## src/rtl/merge_pkg.sv

```systemverilog
// merge_pkg: shared constants and helpers for merge_rr_buffered.
//   index_width(n)  : width of a channel index, max(1, clog2(n))
//   MERGE_BUF_DEPTH : number of entries in the output buffer
package merge_pkg;

    localparam int unsigned MERGE_BUF_DEPTH = 2;

    function automatic int unsigned index_width(input int unsigned n);
        return (n <= 1) ? 1 : $clog2(n);
    endfunction

endpackage

```

## src/rtl/merge_rr_buffered_if.sv

```systemverilog
// merge_rr_buffered_if: handshake bundle between N producers, the merge and
// one consumer.
//   ins/ins_valid/ins_ready    : SIZE input channels, channel i at [i*DATA_TYPE +: DATA_TYPE]
//   outs/outs_valid/outs_ready : merged output channel
//   index                      : source channel of the token on outs
// Modports: slave = the merge, master = the surrounding producers/consumer.
interface merge_rr_buffered_if
    import merge_pkg::*;
#(
    parameter int unsigned SIZE        = 2,
    parameter int unsigned DATA_TYPE   = 32,
    parameter int unsigned INDEX_WIDTH = index_width(SIZE)
) ();

    logic [SIZE*DATA_TYPE-1:0] ins;
    logic [SIZE-1:0]           ins_valid;
    logic [SIZE-1:0]           ins_ready;
    logic [DATA_TYPE-1:0]      outs;
    logic                      outs_valid;
    logic                      outs_ready;
    logic [INDEX_WIDTH-1:0]    index;

    modport slave (
        input  ins, ins_valid, outs_ready,
        output ins_ready, outs, outs_valid, index
    );

    modport master (
        output ins, ins_valid, outs_ready,
        input  ins_ready, outs, outs_valid, index
    );

endinterface

```

## src/rtl/merge_rr_arbiter.sv

```systemverilog
// merge_rr_arbiter: picks one requesting channel.
//   req         : per-channel request
//   ptr         : round-robin start position (ignored in fixed-priority builds)
//   en          : grant permitted this cycle
//   grant       : one-hot grant (all zero when disabled or no request)
//   grant_idx   : encoded winner
//   grant_valid : a grant is issued
// MERGE_RR_FAIR_EN defined selects round-robin from ptr; undefined selects
// lowest-index-wins.
module merge_rr_arbiter #(
    parameter int unsigned SIZE        = 2,
    parameter int unsigned INDEX_WIDTH = 1
) (
    input  logic [SIZE-1:0]        req,
    input  logic [INDEX_WIDTH-1:0] ptr,
    input  logic                   en,
    output logic [SIZE-1:0]        grant,
    output logic [INDEX_WIDTH-1:0] grant_idx,
    output logic                   grant_valid
);

`ifndef MERGE_RR_FAIR_EN
    logic unused_ptr;
    assign unused_ptr = ^ptr;
`endif

    always_comb begin
        int unsigned sel;
        int unsigned win;
        logic        found;
        sel   = 0;
        win   = 0;
        found = 1'b0;
        for (int unsigned k = 0; k < SIZE; k++) begin
`ifdef MERGE_RR_FAIR_EN
            sel = (32'(ptr) + k) % SIZE;
`else
            sel = k;
`endif
            // Mask-and-reduce instead of req[sel] keeps the select width-clean.
            if (!found && |(req & (SIZE'(1) << sel))) begin
                found = 1'b1;
                win   = sel;
            end
        end
        grant_valid = found && en;
        grant_idx   = INDEX_WIDTH'(win);
        grant       = grant_valid ? (SIZE'(1) << win) : '0;
    end

endmodule

```

## src/rtl/merge_rr_buffered.sv

```systemverilog
// merge_rr_buffered: registered N-input merge with a two-entry output buffer.
//   clk, rst : clock, synchronous active-high reset
//   bus      : merge_rr_buffered_if.slave (ins/ins_valid/ins_ready,
//              outs/outs_valid/outs_ready, index)
// ins_ready depends only on ins_valid and registered state, never on
// outs_ready. Macro MERGE_RR_FAIR_EN enables round-robin arbitration;
// without it the lowest valid channel wins.
module merge_rr_buffered
    import merge_pkg::*;
#(
    parameter int unsigned SIZE        = 2,
    parameter int unsigned DATA_TYPE   = 32,
    parameter int unsigned INDEX_WIDTH = index_width(SIZE)
) (
    input  logic                 clk,
    input  logic                 rst,
    merge_rr_buffered_if.slave   bus
);

    logic [DATA_TYPE-1:0]   data_q [MERGE_BUF_DEPTH];
    logic [INDEX_WIDTH-1:0] idx_q  [MERGE_BUF_DEPTH];
    logic [1:0]             count_q;
    logic                   head_q;
    logic [INDEX_WIDTH-1:0] ptr;

    logic                   full;
    logic                   en;
    logic                   push;
    logic                   pop;
    logic                   tail;
    logic [SIZE-1:0]        grant;
    logic [INDEX_WIDTH-1:0] grant_idx;
    logic                   grant_valid;
    logic [DATA_TYPE-1:0]   push_data;

    assign full = (count_q == 2'(MERGE_BUF_DEPTH));
    assign en   = !full && !rst;

    merge_rr_arbiter #(
        .SIZE        (SIZE),
        .INDEX_WIDTH (INDEX_WIDTH)
    ) u_arb (
        .req         (bus.ins_valid),
        .ptr         (ptr),
        .en          (en),
        .grant       (grant),
        .grant_idx   (grant_idx),
        .grant_valid (grant_valid)
    );

    assign bus.ins_ready  = grant;
    assign bus.outs_valid = (count_q != 2'd0);
    assign bus.outs       = data_q[head_q];
    assign bus.index      = idx_q[head_q];

    assign push      = grant_valid;
    assign pop       = bus.outs_valid && bus.outs_ready;
    // Free slot is head+count; never used when full.
    assign tail      = head_q ^ count_q[0];
    assign push_data = DATA_TYPE'(bus.ins >> (32'(grant_idx) * DATA_TYPE));

    always_ff @(posedge clk) begin
        if (rst) begin
            count_q <= '0;
            head_q  <= 1'b0;
            data_q  <= '{default: '0};
            idx_q   <= '{default: '0};
        end else begin
            if (push) begin
                data_q[tail] <= push_data;
                idx_q[tail]  <= grant_idx;
            end
            if (pop) begin
                head_q <= ~head_q;
            end
            if (push && !pop) begin
                count_q <= count_q + 2'd1;
            end else if (pop && !push) begin
                count_q <= count_q - 2'd1;
            end
        end
    end

`ifdef MERGE_RR_FAIR_EN
    always_ff @(posedge clk) begin
        if (rst) begin
            ptr <= '0;
        end else if (push) begin
            ptr <= (grant_idx == INDEX_WIDTH'(SIZE - 1)) ? '0
                                                         : grant_idx + INDEX_WIDTH'(1);
        end
    end
`else
    assign ptr = '0;
`endif

endmodule

```

## src/flat_wrapper.sv

```systemverilog
// flat-port wrapper written by rule: the top's interface ports become plain ports
module merge_rr_buffered_flat import merge_pkg::*;
#(
    parameter int unsigned SIZE        = 2,
    parameter int unsigned DATA_TYPE   = 32,
    parameter int unsigned INDEX_WIDTH = index_width(SIZE)
)
  (clk, rst, bus_ins, bus_ins_valid, bus_outs_ready, bus_ins_ready, bus_outs, bus_outs_valid, bus_index);
  merge_rr_buffered_if #(.SIZE(SIZE), .DATA_TYPE(DATA_TYPE), .INDEX_WIDTH(INDEX_WIDTH)) bus_i ();
  input  logic clk;
  input  logic rst;
  input wire logic [$bits(bus_i.ins)-1:0] bus_ins;
  input wire logic [$bits(bus_i.ins_valid)-1:0] bus_ins_valid;
  input wire logic [$bits(bus_i.outs_ready)-1:0] bus_outs_ready;
  output wire logic [$bits(bus_i.ins_ready)-1:0] bus_ins_ready;
  output wire logic [$bits(bus_i.outs)-1:0] bus_outs;
  output wire logic [$bits(bus_i.outs_valid)-1:0] bus_outs_valid;
  output wire logic [$bits(bus_i.index)-1:0] bus_index;
  assign bus_i.ins = bus_ins;
  assign bus_i.ins_valid = bus_ins_valid;
  assign bus_i.outs_ready = bus_outs_ready;
  assign bus_ins_ready = bus_i.ins_ready;
  assign bus_outs = bus_i.outs;
  assign bus_outs_valid = bus_i.outs_valid;
  assign bus_index = bus_i.index;
  merge_rr_buffered #(.SIZE(SIZE), .DATA_TYPE(DATA_TYPE), .INDEX_WIDTH(INDEX_WIDTH)) u_core (.clk(clk), .rst(rst), .bus(bus_i));
endmodule
```

## config.mk

```make
export PLATFORM = sky130hd
export DESIGN_NAME = merge_rr_buffered_flat
export DESIGN_NICKNAME = d
export VERILOG_FILES = /design/src/rtl/merge_pkg.sv /design/src/rtl/merge_rr_buffered_if.sv /design/src/rtl/merge_rr_arbiter.sv /design/src/rtl/merge_rr_buffered.sv /design/src/flat_wrapper.sv
export SDC_FILE = /design/constraint.sdc
export NUM_CORES = 1
export LEC_CHECK = 0
export BUFFER_PORTS_ARGS = -buffer_cell sky130_fd_sc_hd__buf_2
export CORE_UTILIZATION = 53
export CTS_BUF_LIST = sky130_fd_sc_hd__clkbuf_8
export CTS_CLUSTER_SIZE = 12
export DETAILED_ROUTE_END_ITERATION = 6
export PLACE_DENSITY = 0.81
export SYNTH_ARGS = -nofsm -noshare
export SYNTH_HDL_FRONTEND = slang
export SYNTH_HIERARCHICAL = 1
export SYNTH_SLANG_ARGS = --single-unit
```

## constraint.sdc

```tcl
create_clock -name clk -period 2.55 [get_ports clk]
set_input_delay 0.255 -clock clk [delete_from_list [all_inputs] [get_ports clk]]
set_output_delay 0.255 -clock clk [all_outputs]
set_load 0.01 [all_outputs]
```

==> summary.md <==
| Metric | Value |
|---|---|
| Clock root buffer | `clkbuf_8` |
| Crit end category | `flip-flop` |
| Initial antenna violation count | `0` |
| Drt total wl | `7780 um` |
| Worst Hold Endpoint | `u_core/data_q[33]` |
| P per Cell Area | `1160 mW/mm^2` |
| Grt total ovfl | `0` |
| Post-DRT Antenna Nets | `0` |
| Final setup violating endpoints | `0` |
| Synth Cell Area | `0.00350 mm^2` |
| Synth warn | `6` |
| Pin count of the biggest net entering global routing | `71` |
| Avg WL per Cell | `15.7 um` |
| # IOs | `105` |
| FF-to-FF End | `u_core/data_q[57]` |
| Share of cells above drive strength 1 | `48.0%` |
| Status | `completed` |
| Syn nets | `400` |
| Reg clk slew, reported paths | `0.07 ns` |
| RSZ-0062 raised after global routing | `false` |
| Cell count after synthesis | `330` |
| CP cell instances | `inv_1 > a21oi_1 > o21a_4 > and2_2 > buf_12 > a211oi_2` |
| Final period util | `83.1%` |
| Least-Margin Pin Slew | `0.887 ns` |
| Maximum fanout along the worst path | `21` |
| Die H | `83.2 um` |
| Reg2Reg Setup Slack | `0.43 ns` |
| Final Hold Fails | `0` |
| Antenna fix cells | `0` |
| Die area | `0.00693 mm^2` |
| VDD IR max | `0.000678 V` |
| TritonRoute pass-1 iters | `4` |
| All-layer global routing usage | `23.7%` |
| Vias per cell | `5.81` |
| Hold path start | `bus_ins[1]` |
| Min Tclk post-route | `2.12 ns` |
| H-Tree Depth | `3` |
| Fmax | `472 MHz` |
| Worst stage delay on the critical path | `0.62 ns` |
| Fin. max-slew vios | `0` |
| CTS Hold Buffers Added | `0` |
| Vias | `2880` |
| Longest Clk Path Bufs | `2` |
| Critical path class | `reg2reg` |
| Layout area overhead | `21.1%` |
| Hold Path Class | `in2reg` |
| Sink Count | `69` |
| Syn_area_per_cell | `10.6 um^2` |
| Starting Density | `55.1%` |
| # rows | `29` |
| Vias in the first global route | `2795` |
| Skew-Pair Late Insertion Delay | `0.34 ns` |
| Post-CTS sizing | `0` |
| Setup Fix Bufs, Post-CTS | `0` |
| Relative slew slack | `40.8%` |
| Placer Congestion | `0.704` |
| Final core occ | `66.7%` |
| Design Power | `4.90 mW` |
| First-pass GRT wire length | `13100 um` |
| CTS tree | `yes` |
| First-iteration detailed-routing DRC count | `124` |
| # DRC | `0` |
| HPWL Detailed | `5080 um` |
| P_leak | `1.71 nW` |
| Startpoint Class | `flip-flop` |
| Port Buf Inserts | `104` |
| Total CTS buffers | `9` |
| Worst Hold Depth | `3` |
| Fillers | `518` |
| Worst r2r src | `u_core/count_q[0]` |
| Die width | `83.2 um` |
| Worst endpoint data arrival time | `2.31 ns` |
| R2R depth | `6` |
| Slowest cell on crit path | `dfxtp_1` |
| Clock skew | `0.00806 ns` |
| Setup tns final | `0 ns` |
| Critical Path RT | `2.74 ns` |
| CORE AREA | `0.00635 mm^2` |
| Final nets | `484` |
| Max Cap Viol | `0` |
==> worst max-delay path, delay by kind of cell (launching register included) <==
family | cells | cell delay, ns
buf+inv | 2 | 0.34
flops | 1 | 0.62
simple gates | 1 | 0.39
compound gates | 3 | 0.59
==> sequential cells by signal (all words and copies together) (netlist names) <==
name / flops
u_core/head_q: 1
u_core/idx_q: 2
u_core/data_q: 64
u_core/count_q: 2
==> routing by layer <==
metal,up-vias,share of wire [%],track usage [%]
met5,-,0,0
met4,0,1.3,7.21
met3,11,5.2,7.85
met2,93,50,39.3
met1,1343,44,29.2
li1,1433,-,-
==> where the power goes <==
group / leakage (nW) / internal, mW / switching [mW]
Combinational: 1.03 / 1.00 / 1.34
Clock: 0.110 / 0.527 / 0.397
Sequential: 0.567 / 1.42 / 0.210
==> stage by stage <==
stage	area, um^2	hold WS [ns]	setup WS (ns)	cells
2_1_floorplan	3500	0.446	0.452	330
3_3_place_gp	4020	0.460	0.574	480
3_5_place_dp	4020	0.471	0.457	480
4_1_cts	4230	0.296	0.433	496
5_1_grt	4230	0.309	0.318	496
6_report	4230	0.313	0.432	496
==> layout by cell type, fill, tap and decap left out <==
master and n:
and3b_1 1, bufinv_16 1, xor2_1 3, buf_4 9
ha_1 1, a21oi_1 66, xnor2_4 1, a211oi_1 2
nor2_1 2, buf_2 104, mux2i_1 34, nand2b_1 3
dfxtp_2 1, dfxtp_1 68, clkinv_2 1, inv_1 2
clkinvlp_4 1, nor2b_4 1, nand2_1 1, and2_2 2
mux2_2 33, a311oi_1 32, or3_1 1, o21a_4 1
clkbuf_8 12, or2_2 1, buf_12 2, xor2_4 1
a211oi_2 30, o21ai_0 2
==> worst max-delay path by stage <==
stage / startpoint / end / depth (start not counted)
2_1_floorplan: rst / u_core/data_q[10] / 9
3_3_place_gp: u_core/count_q[0] / u_core/data_q[51] / 6
3_5_place_dp: u_core/count_q[0] / u_core/data_q[51] / 6
4_1_cts: u_core/count_q[0] / u_core/data_q[57] / 6
5_1_grt: u_core/count_q[0] / u_core/data_q[32] / 6
6_report: u_core/count_q[0] / u_core/data_q[57] / 6
==> layout make-up <==
cell class / count / area [um^2] / share of cell area, %
multi-input combinational: 218 / 1910 / 45.2
sequential: 69 / 1380 / 32.7
timing repair buffer: 115 / 628 / 14.8
clock buffer: 12 / 165 / 3.90
tap: 77 / 96.3 / 2.28
clock inverter: 4 / 46.3 / 1.09
inverter: 1 / 3.75 / 0.0887
Note: power is estimated with default switching activity, not from simulation.
